===== src/rtl/cluster_count_monitor.sv =====
// Windowed sum/peak/overflow integrator for the per-clock cluster count, plus a throttle FSM with hysteresis.
// Define CLUSTER_MON_PEAK_EN to build peak tracking; otherwise peak_o is tied to 0.
module cluster_count_monitor #(
  parameter int WINDOW_LOG2     = 12,
  parameter int THROTTLE_THRESH = 4,
  parameter int THROTTLE_HOLD   = 16
) (
  input  logic                     clock4x,
  input  logic                     reset,
  input  logic [10:0]              cnt_i,
  input  logic                     overflow_i,
  input  logic                     clear_i,
  output logic [11+WINDOW_LOG2-1:0] sum_o,
  output logic [10:0]              peak_o,
  output logic [WINDOW_LOG2:0]     ovf_cycles_o,
  output logic                     valid_o,
  output logic                     throttle_o,
  output logic [1:0]               throttle_state
);

  localparam int SUM_W = 11 + WINDOW_LOG2;
  localparam int OVF_W = WINDOW_LOG2 + 1;

  localparam logic [1:0] ST_IDLE     = 2'd0;
  localparam logic [1:0] ST_THROTTLE = 2'd1;
  localparam logic [1:0] ST_HOLD     = 2'd2;

  localparam logic [7:0] THRESH_LAST = 8'(THROTTLE_THRESH - 1);
  localparam logic [7:0] HOLD_LAST   = 8'(THROTTLE_HOLD - 1);

  // Stage 0: registered sample; smp_vld masks the reset value of cnt_r/ovf_r
  // so the first real sample after reset is sample 0 of a fresh window.
  logic [10:0] cnt_r;
  logic        ovf_r;
  logic        smp_vld;

  always_ff @(posedge clock4x or posedge reset) begin
    if (reset) begin
      cnt_r   <= '0;
      ovf_r   <= 1'b0;
      smp_vld <= 1'b0;
    end else begin
      cnt_r   <= cnt_i;
      ovf_r   <= overflow_i;
      smp_vld <= 1'b1;
    end
  end

  logic [WINDOW_LOG2-1:0] smp_cnt;
  logic [SUM_W-1:0]       acc_sum;
  logic [OVF_W-1:0]       acc_ovf;
  logic [SUM_W-1:0]       sum_next;
  logic [OVF_W-1:0]       ovf_next;
  logic [10:0]            peak_next;
  logic                   win_end;

  always_comb begin
    sum_next = acc_sum + SUM_W'(cnt_r);
    ovf_next = acc_ovf + OVF_W'(ovf_r);
    win_end  = smp_vld && !clear_i && (smp_cnt == '1);
  end

`ifdef CLUSTER_MON_PEAK_EN
  logic [10:0] acc_peak;

  always_comb begin
    peak_next = (cnt_r > acc_peak) ? cnt_r : acc_peak;
  end

  always_ff @(posedge clock4x or posedge reset) begin
    if (reset) begin
      acc_peak <= '0;
      peak_o   <= '0;
    end else begin
      if (clear_i || win_end) begin
        acc_peak <= '0;
      end else if (smp_vld) begin
        acc_peak <= peak_next;
      end
      if (win_end) begin
        peak_o <= peak_next;
      end
    end
  end
`else
  always_comb begin
    peak_next = '0;
  end

  assign peak_o = peak_next;
`endif

  // Clear takes priority over window end: the sample in cnt_r is dropped
  // and the published results are left untouched.
  always_ff @(posedge clock4x or posedge reset) begin
    if (reset) begin
      smp_cnt      <= '0;
      acc_sum      <= '0;
      acc_ovf      <= '0;
      sum_o        <= '0;
      ovf_cycles_o <= '0;
      valid_o      <= 1'b0;
    end else begin
      valid_o <= win_end;
      if (clear_i || win_end) begin
        smp_cnt <= '0;
        acc_sum <= '0;
        acc_ovf <= '0;
      end else if (smp_vld) begin
        smp_cnt <= smp_cnt + 1'b1;
        acc_sum <= sum_next;
        acc_ovf <= ovf_next;
      end
      if (win_end) begin
        sum_o        <= sum_next;
        ovf_cycles_o <= ovf_next;
      end
    end
  end

  logic [1:0] state;
  logic [1:0] state_next;
  logic [7:0] run_cnt;
  logic [7:0] run_next;
  logic [7:0] hold_cnt;
  logic [7:0] hold_next;

  // run_cnt counts consecutive overflow samples in IDLE; hold_cnt counts
  // consecutive quiet samples since throttle last saw an overflow.
  always_comb begin
    state_next = state;
    run_next   = run_cnt;
    hold_next  = hold_cnt;
    if (smp_vld) begin
      case (state)
        ST_IDLE: begin
          if (ovf_r) begin
            if (run_cnt == THRESH_LAST) begin
              state_next = ST_THROTTLE;
              run_next   = '0;
            end else begin
              run_next = run_cnt + 8'd1;
            end
          end else begin
            run_next = '0;
          end
        end
        ST_THROTTLE: begin
          if (!ovf_r) begin
            if (HOLD_LAST == 8'd0) begin
              state_next = ST_IDLE;
              hold_next  = '0;
              run_next   = '0;
            end else begin
              state_next = ST_HOLD;
              hold_next  = 8'd1;
            end
          end
        end
        ST_HOLD: begin
          if (ovf_r) begin
            state_next = ST_THROTTLE;
            hold_next  = '0;
          end else if (hold_cnt == HOLD_LAST) begin
            state_next = ST_IDLE;
            hold_next  = '0;
            run_next   = '0;
          end else begin
            hold_next = hold_cnt + 8'd1;
          end
        end
        default: begin
          state_next = ST_IDLE;
          run_next   = '0;
          hold_next  = '0;
        end
      endcase
    end
  end

  always_ff @(posedge clock4x or posedge reset) begin
    if (reset) begin
      state      <= ST_IDLE;
      run_cnt    <= '0;
      hold_cnt   <= '0;
      throttle_o <= 1'b0;
    end else begin
      state      <= state_next;
      run_cnt    <= run_next;
      hold_cnt   <= hold_next;
      throttle_o <= (state_next != ST_IDLE);
    end
  end

  assign throttle_state = state;

endmodule

===== config.mk =====
export PLATFORM = sky130hd
export DESIGN_NAME = cluster_count_monitor
export DESIGN_NICKNAME = d
export VERILOG_FILES = /design/src/rtl/cluster_count_monitor.sv
export SDC_FILE = /design/constraint.sdc
export NUM_CORES = 1
export LEC_CHECK = 0
export ABC_AREA = 1
export BUFFER_PORTS_ARGS = -buffer_cell sky130_fd_sc_hd__buf_2
export CORE_MARGIN = 2
export CORE_UTILIZATION = 54
export CTS_BUF_LIST = sky130_fd_sc_hd__clkbuf_8
export DETAILED_ROUTE_END_ITERATION = 10
export PLACE_DENSITY = 0.7
export SLEW_MARGIN = 20
export SYNTH_ARGS = -nofsm -noshare
export SYNTH_HDL_FRONTEND = slang
export SYNTH_SLANG_ARGS = --single-unit

===== constraint.sdc =====
create_clock -name clock4x -period 5.78 [get_ports clock4x]
set_input_delay 0.289 -clock clock4x [delete_from_list [all_inputs] [get_ports clock4x]]
set_output_delay 0.289 -clock clock4x [all_outputs]
set_load 0.05 [all_outputs]

==> impl_results.html <==
<table>
<tr><th>Metric</th><th>Value</th></tr>
<tr><th colspan="2">Outcome</th></tr>
<tr><td>Result of the run</td><td>complete, no violations</td></tr>
<tr><th colspan="2">Worst setup path</th></tr>
<tr><td>Crit path launch type</td><td>register</td></tr>
<tr><td>Worst path slowest cell</td><td>sky130_fd_sc_hd__nor2_4</td></tr>
<tr><td>CP endpoint kind</td><td>register</td></tr>
<tr><td>Worst Path Max Fanout</td><td>23</td></tr>
<tr><td>Critical Setup Path Class</td><td>reg2reg</td></tr>
<tr><td>Critical path cell sequence</td><td>ha_1, nand2_1, nor2_1, nand3_2, nand2_2, nor2_4, inv_4, o21ai_0</td></tr>
<tr><td>Endpoint required time on the critical path</td><td>between 6 and 7 ns</td></tr>
<tr><td>Crit path DAT</td><td>approximately 2.8 ns</td></tr>
<tr><td>R2r startpoint</td><td>smp_cnt[0]$_DFFE_PP0P_</td></tr>
<tr><td>Worst Reg2Reg Path Length in Cells</td><td>8</td></tr>
<tr><td>Critical path startpoint</td><td>smp_cnt[0]$_DFFE_PP0P_</td></tr>
<tr><td>Slowest stage delay, CP</td><td>0.58 ns</td></tr>
<tr><th colspan="2">Place</th></tr>
<tr><td>IO Port Bufs</td><td>54</td></tr>
<tr><td>Worst slack after detailed placement</td><td>3.36 ns</td></tr>
<tr><td>Instance area at placement</td><td>approximately 6500 um^2</td></tr>
<tr><td>Global placer's final weighted congestion</td><td>around 0.89</td></tr>
<tr><td>Detail Placement HPWL</td><td>between 9 and 10 mm</td></tr>
<tr><td>DP Cell Count</td><td>between 900 and 1000</td></tr>
<tr><th colspan="2">Pwr</th></tr>
<tr><td>Sequential power share</td><td>roughly 45%</td></tr>
<tr><td>Internal Dissipation</td><td>around 1.4 mW</td></tr>
<tr><td>Switch Pwr</td><td>~0.64 mW</td></tr>
<tr><td>Switching fraction of total power</td><td>about a third</td></tr>
<tr><td>Pleak</td><td>roughly 3.8 nW</td></tr>
<tr><td>Peak ir drop on the vdd network</td><td>about 210 uV</td></tr>
<tr><td>Clk pwr share</td><td>around 36%</td></tr>
<tr><td>Power per unit of standard cell area</td><td>287 nW/um^2</td></tr>
<tr><td>Final Power</td><td>roughly 2.0 mW</td></tr>
<tr><td>Combinational cell fraction of total power</td><td>around a fifth</td></tr>
<tr><th colspan="2">CTS</th></tr>
<tr><td>H-tree lvl count</td><td>4</td></tr>
<tr><td>Clock tree root buffer cell</td><td>sky130_fd_sc_hd__clkbuf_8</td></tr>
<tr><td>Cts-stage hold buffer count</td><td>13</td></tr>
<tr><td>Clock transition time at the flip-flop clock pins of the worst setup and hold paths</td><td>~0.07 ns</td></tr>
<tr><td>Setup repair bufs after CTS</td><td>0</td></tr>
<tr><td>Number of buffers created by CTS</td><td>17</td></tr>
<tr><td>Count of cells resized by post-cts repair</td><td>0</td></tr>
<tr><td>TritonCTS clock tree</td><td>built</td></tr>
<tr><td>Sink count of the clock tree</td><td>between 100 and 150</td></tr>
<tr><td>Insertion delay of the later-clocked pin in the worst-skew pair</td><td>0.45 ns</td></tr>
<tr><td>Maximum buffer depth of the clock tree</td><td>2</td></tr>
<tr><th colspan="2">Layout</th></tr>
<tr><td>Number of antenna diodes</td><td>0</td></tr>
<tr><td>Area growth, synth to finish</td><td>13.6%</td></tr>
<tr><td>Most frequent cells in the layout</td><td>sky130_fd_sc_hd__nand2_1, sky130_fd_sc_hd__dfrtp_1, sky130_fd_sc_hd__inv_1</td></tr>
<tr><td>Final Net Count</td><td>approximately 910</td></tr>
<tr><td>Final instance area</td><td>7050 um^2</td></tr>
<tr><td>Non-Filler Instances</td><td>slightly above 1000</td></tr>
<tr><td>Most common cell after layout, fill and taps aside</td><td>sky130_fd_sc_hd__nand2_1</td></tr>
<tr><td>Share of cells above drive strength 1</td><td>between 10 and 15%</td></tr>
<tr><th colspan="2">STA</th></tr>
<tr><td>Layout Skew</td><td>0.0109 ns</td></tr>
<tr><td>Summed negative setup slack over all endpoints</td><td>0 ns</td></tr>
<tr><td>Post-layout min period</td><td>approximately 2.5 ns</td></tr>
<tr><td>Hold Violations, Final</td><td>0</td></tr>
<tr><td>Highest achievable clock rate</td><td>about 0.41 GHz</td></tr>
<tr><td>Setup slack of the critical path after layout</td><td>between 3 and 4 ns</td></tr>
<tr><td>Setup violation total in the final timing report</td><td>0</td></tr>
<tr><td>Slew margin rel.</td><td>between 40% and 50%</td></tr>
<tr><td>Period Utilization, post-route</td><td>a little over two fifths</td></tr>
<tr><td>RSZ-0062 raised after global routing</td><td>no</td></tr>
<tr><td>Number of pins with negative max-slew slack in the final report</td><td>0</td></tr>
<tr><td>Worst-margin pin slew</td><td>between 0.7 and 0.8 ns</td></tr>
<tr><th colspan="2">Synthesis</th></tr>
<tr><td>Post-synthesis instance area</td><td>6210 um^2</td></tr>
<tr><td>Number of enable flip-flop cells after synthesis</td><td>0</td></tr>
<tr><td>Seq cells post-synth</td><td>between 100 and 150</td></tr>
<tr><td>Primary flip-flop cell chosen by synthesis mapping</td><td>sky130_fd_sc_hd__dfrtp_1</td></tr>
<tr><td>Mean cell area of the mapped netlist</td><td>between 7 and 8 um^2</td></tr>
<tr><td>Syn Inst Count</td><td>799</td></tr>
<tr><td>Asr flop ratio synth</td><td>100%</td></tr>
<tr><td>Post-synthesis cell type count</td><td>37</td></tr>
<tr><td>Synthesis Warnings</td><td>0</td></tr>
<tr><td>Register area share after synthesis</td><td>a little under half</td></tr>
<tr><th colspan="2">Route</th></tr>
<tr><td>Routed Wire Length</td><td>~14 mm</td></tr>
<tr><td>Average via count per standard cell</td><td>5.12</td></tr>
<tr><td>Detailed-route wire length per cell</td><td>approximately 13 um</td></tr>
<tr><td>Count of unresolved DRC violations after routing</td><td>0</td></tr>
<tr><td>Number of DRC violations after detailed-routing iteration 0</td><td>approximately 280</td></tr>
<tr><td>Number of nets with antenna violations after routing</td><td>0</td></tr>
<tr><td>Number of optimization iterations in the first detailed-route pass</td><td>5</td></tr>
<tr><td>Vias post-DR</td><td>5255</td></tr>
<tr><th colspan="2">Floorplanning</th></tr>
<tr><td>Core outline area</td><td>approximately 11000 um^2</td></tr>
<tr><td>Top Ports</td><td>66</td></tr>
<tr><td>Floorplan die width</td><td>between 100 and 150 um</td></tr>
<tr><td>Cell Rows</td><td>39</td></tr>
<tr><td>Initial core utilization</td><td>between 50% and 60%</td></tr>
<tr><td>Die Y</td><td>roughly 110 um</td></tr>
<tr><td>Area of the die</td><td>approximately 12000 um^2</td></tr>
<tr><th colspan="2">Hold path</th></tr>
<tr><td>Min-delay worst type</td><td>in2reg</td></tr>
<tr><td>Cell count of the worst hold path</td><td>4</td></tr>
<tr><td>Worst hold path startpoint</td><td>clear_i</td></tr>
<tr><th colspan="2">Global routing</th></tr>
<tr><td>Maximum number of pins on one net before global-route repair</td><td>65</td></tr>
<tr><td>Initial antenna violation count</td><td>0</td></tr>
<tr><td>First-pass GRT wire length</td><td>approximately 23 mm</td></tr>
<tr><td>Number of global-route vias before repair</td><td>4982</td></tr>
<tr><td>Gr usage total</td><td>between 20% and 30%</td></tr>
<tr><td>Overflow left after global routing</td><td>0</td></tr>
<tr><th colspan="2">Run</th></tr>
<tr><td>Max Cap Violations</td><td>0</td></tr>
</table>
-- layer usage --
metal / up-vias / GRT usage, % / share of wire [%]
li1: 2662 / - / -
met1: 2445 / 32.0 / 48
met4: 0 / 8.31 / 1.6
met2: 127 / 37.2 / 46
met5: - / 0 / 0
met3: 21 / 5.47 / 5.0
-- logic make-up (layout without fill, tap and decap cells) --
family	count (synthesis)	after routing	synth area share [%]
compound gates	69	69	6.04
xor+xnor	21	21	2.96
fa+ha+maj	21	21	4.35
buf+inv	130	204	9.17
flops	117	117	47.1
other cells	2	12	0.121
simple gates	439	439	30.2
-- area by class of cell --
class                   instances  area [um^2]
inverters                     103          392
fillers                      1041         4270
repair buffers                 70          423
flip-flops and latches        117         2930
multi-input cells             562         2750
clock inverters                12          116
clock buffers                  19          262
well taps                     143          179
-- cells in the mapped netlist (8+ instances only) --
cell / count / area share (%)
sky130_fd_sc_hd__o22ai_1: 8 / 0.81
sky130_fd_sc_hd__nor2_1: 44 / 2.7
sky130_fd_sc_hd__buf_4: 12 / 1.5
sky130_fd_sc_hd__clkbuf_1: 8 / 0.48
sky130_fd_sc_hd__nand3_1: 75 / 6.0
sky130_fd_sc_hd__a21oi_1: 14 / 1.1
sky130_fd_sc_hd__inv_1: 99 / 6.0
sky130_fd_sc_hd__nor3_1: 20 / 1.6
sky130_fd_sc_hd__ha_1: 20 / 4.0
sky130_fd_sc_hd__nand2_1: 267 / 16
sky130_fd_sc_hd__dfrtp_1: 117 / 47
sky130_fd_sc_hd__xor2_1: 16 / 2.3
sky130_fd_sc_hd__o21ai_0: 35 / 2.8
sky130_fd_sc_hd__nand4_1: 11 / 1.1
-- final timing paths --
kind	to	slack, ns
min reg2reg	ovf_cycles_o[12]$_DFFE_PP0P_	0.48
max	acc_sum[4]$_DFFE_PP0P_	3.31
max reg2reg	acc_sum[4]$_DFFE_PP0P_	3.31
max in group asynchronous	smp_cnt[6]$_DFFE_PP0P_	4.05
min	smp_cnt[7]$_DFFE_PP0P_	0.33
min in group asynchronous	ovf_cycles_o[10]$_DFFE_PP0P_	0.49
-- sequential cells by signal, summed over array words and instances, names as in the netlist, 2 cells and up --
| signal | cells |
|---|---|
| acc_ovf | 13 |
| smp_cnt | 12 |
| throttle_state | 2 |
| ovf_cycles_o | 13 |
| run_cnt | 8 |
| sum_o | 23 |
| acc_sum | 23 |
| cnt_r | 11 |
| hold_cnt | 8 |
-- power by group through the flow --
stage / clock [mW] / sequential, mW / combinational [mW]
after global routing: 0.769 / 0.906 / 0.457
after floorplan: 0 / 0.936 / 0.292
final: 0.719 / 0.900 / 0.405
after detailed placement: 0 / 0.913 / 0.395
after CTS: 0.736 / 0.899 / 0.405
after global placement: 0 / 0.911 / 0.391
-- through the flow --
step | hold WS, ns | utilization, %
2_1_floorplan | 0.320 | -
3_3_place_gp | 0.399 | 57.8
3_5_place_dp | 0.398 | 57.8
4_1_cts | 0.296 | 62.3
5_1_grt | 0.356 | 62.3
6_report | 0.330 | 62.3
-- critical path, delay by kind of cell, from the launching register on --
family / cells / cell delay (ns)
buf+inv: 1 / 0.19
simple gates: 5 / 1.29
compound gates: 1 / 0.24
flops: 1 / 0.41
fa+ha+maj: 1 / 0.24
Power figures use the tool's default switching activity.
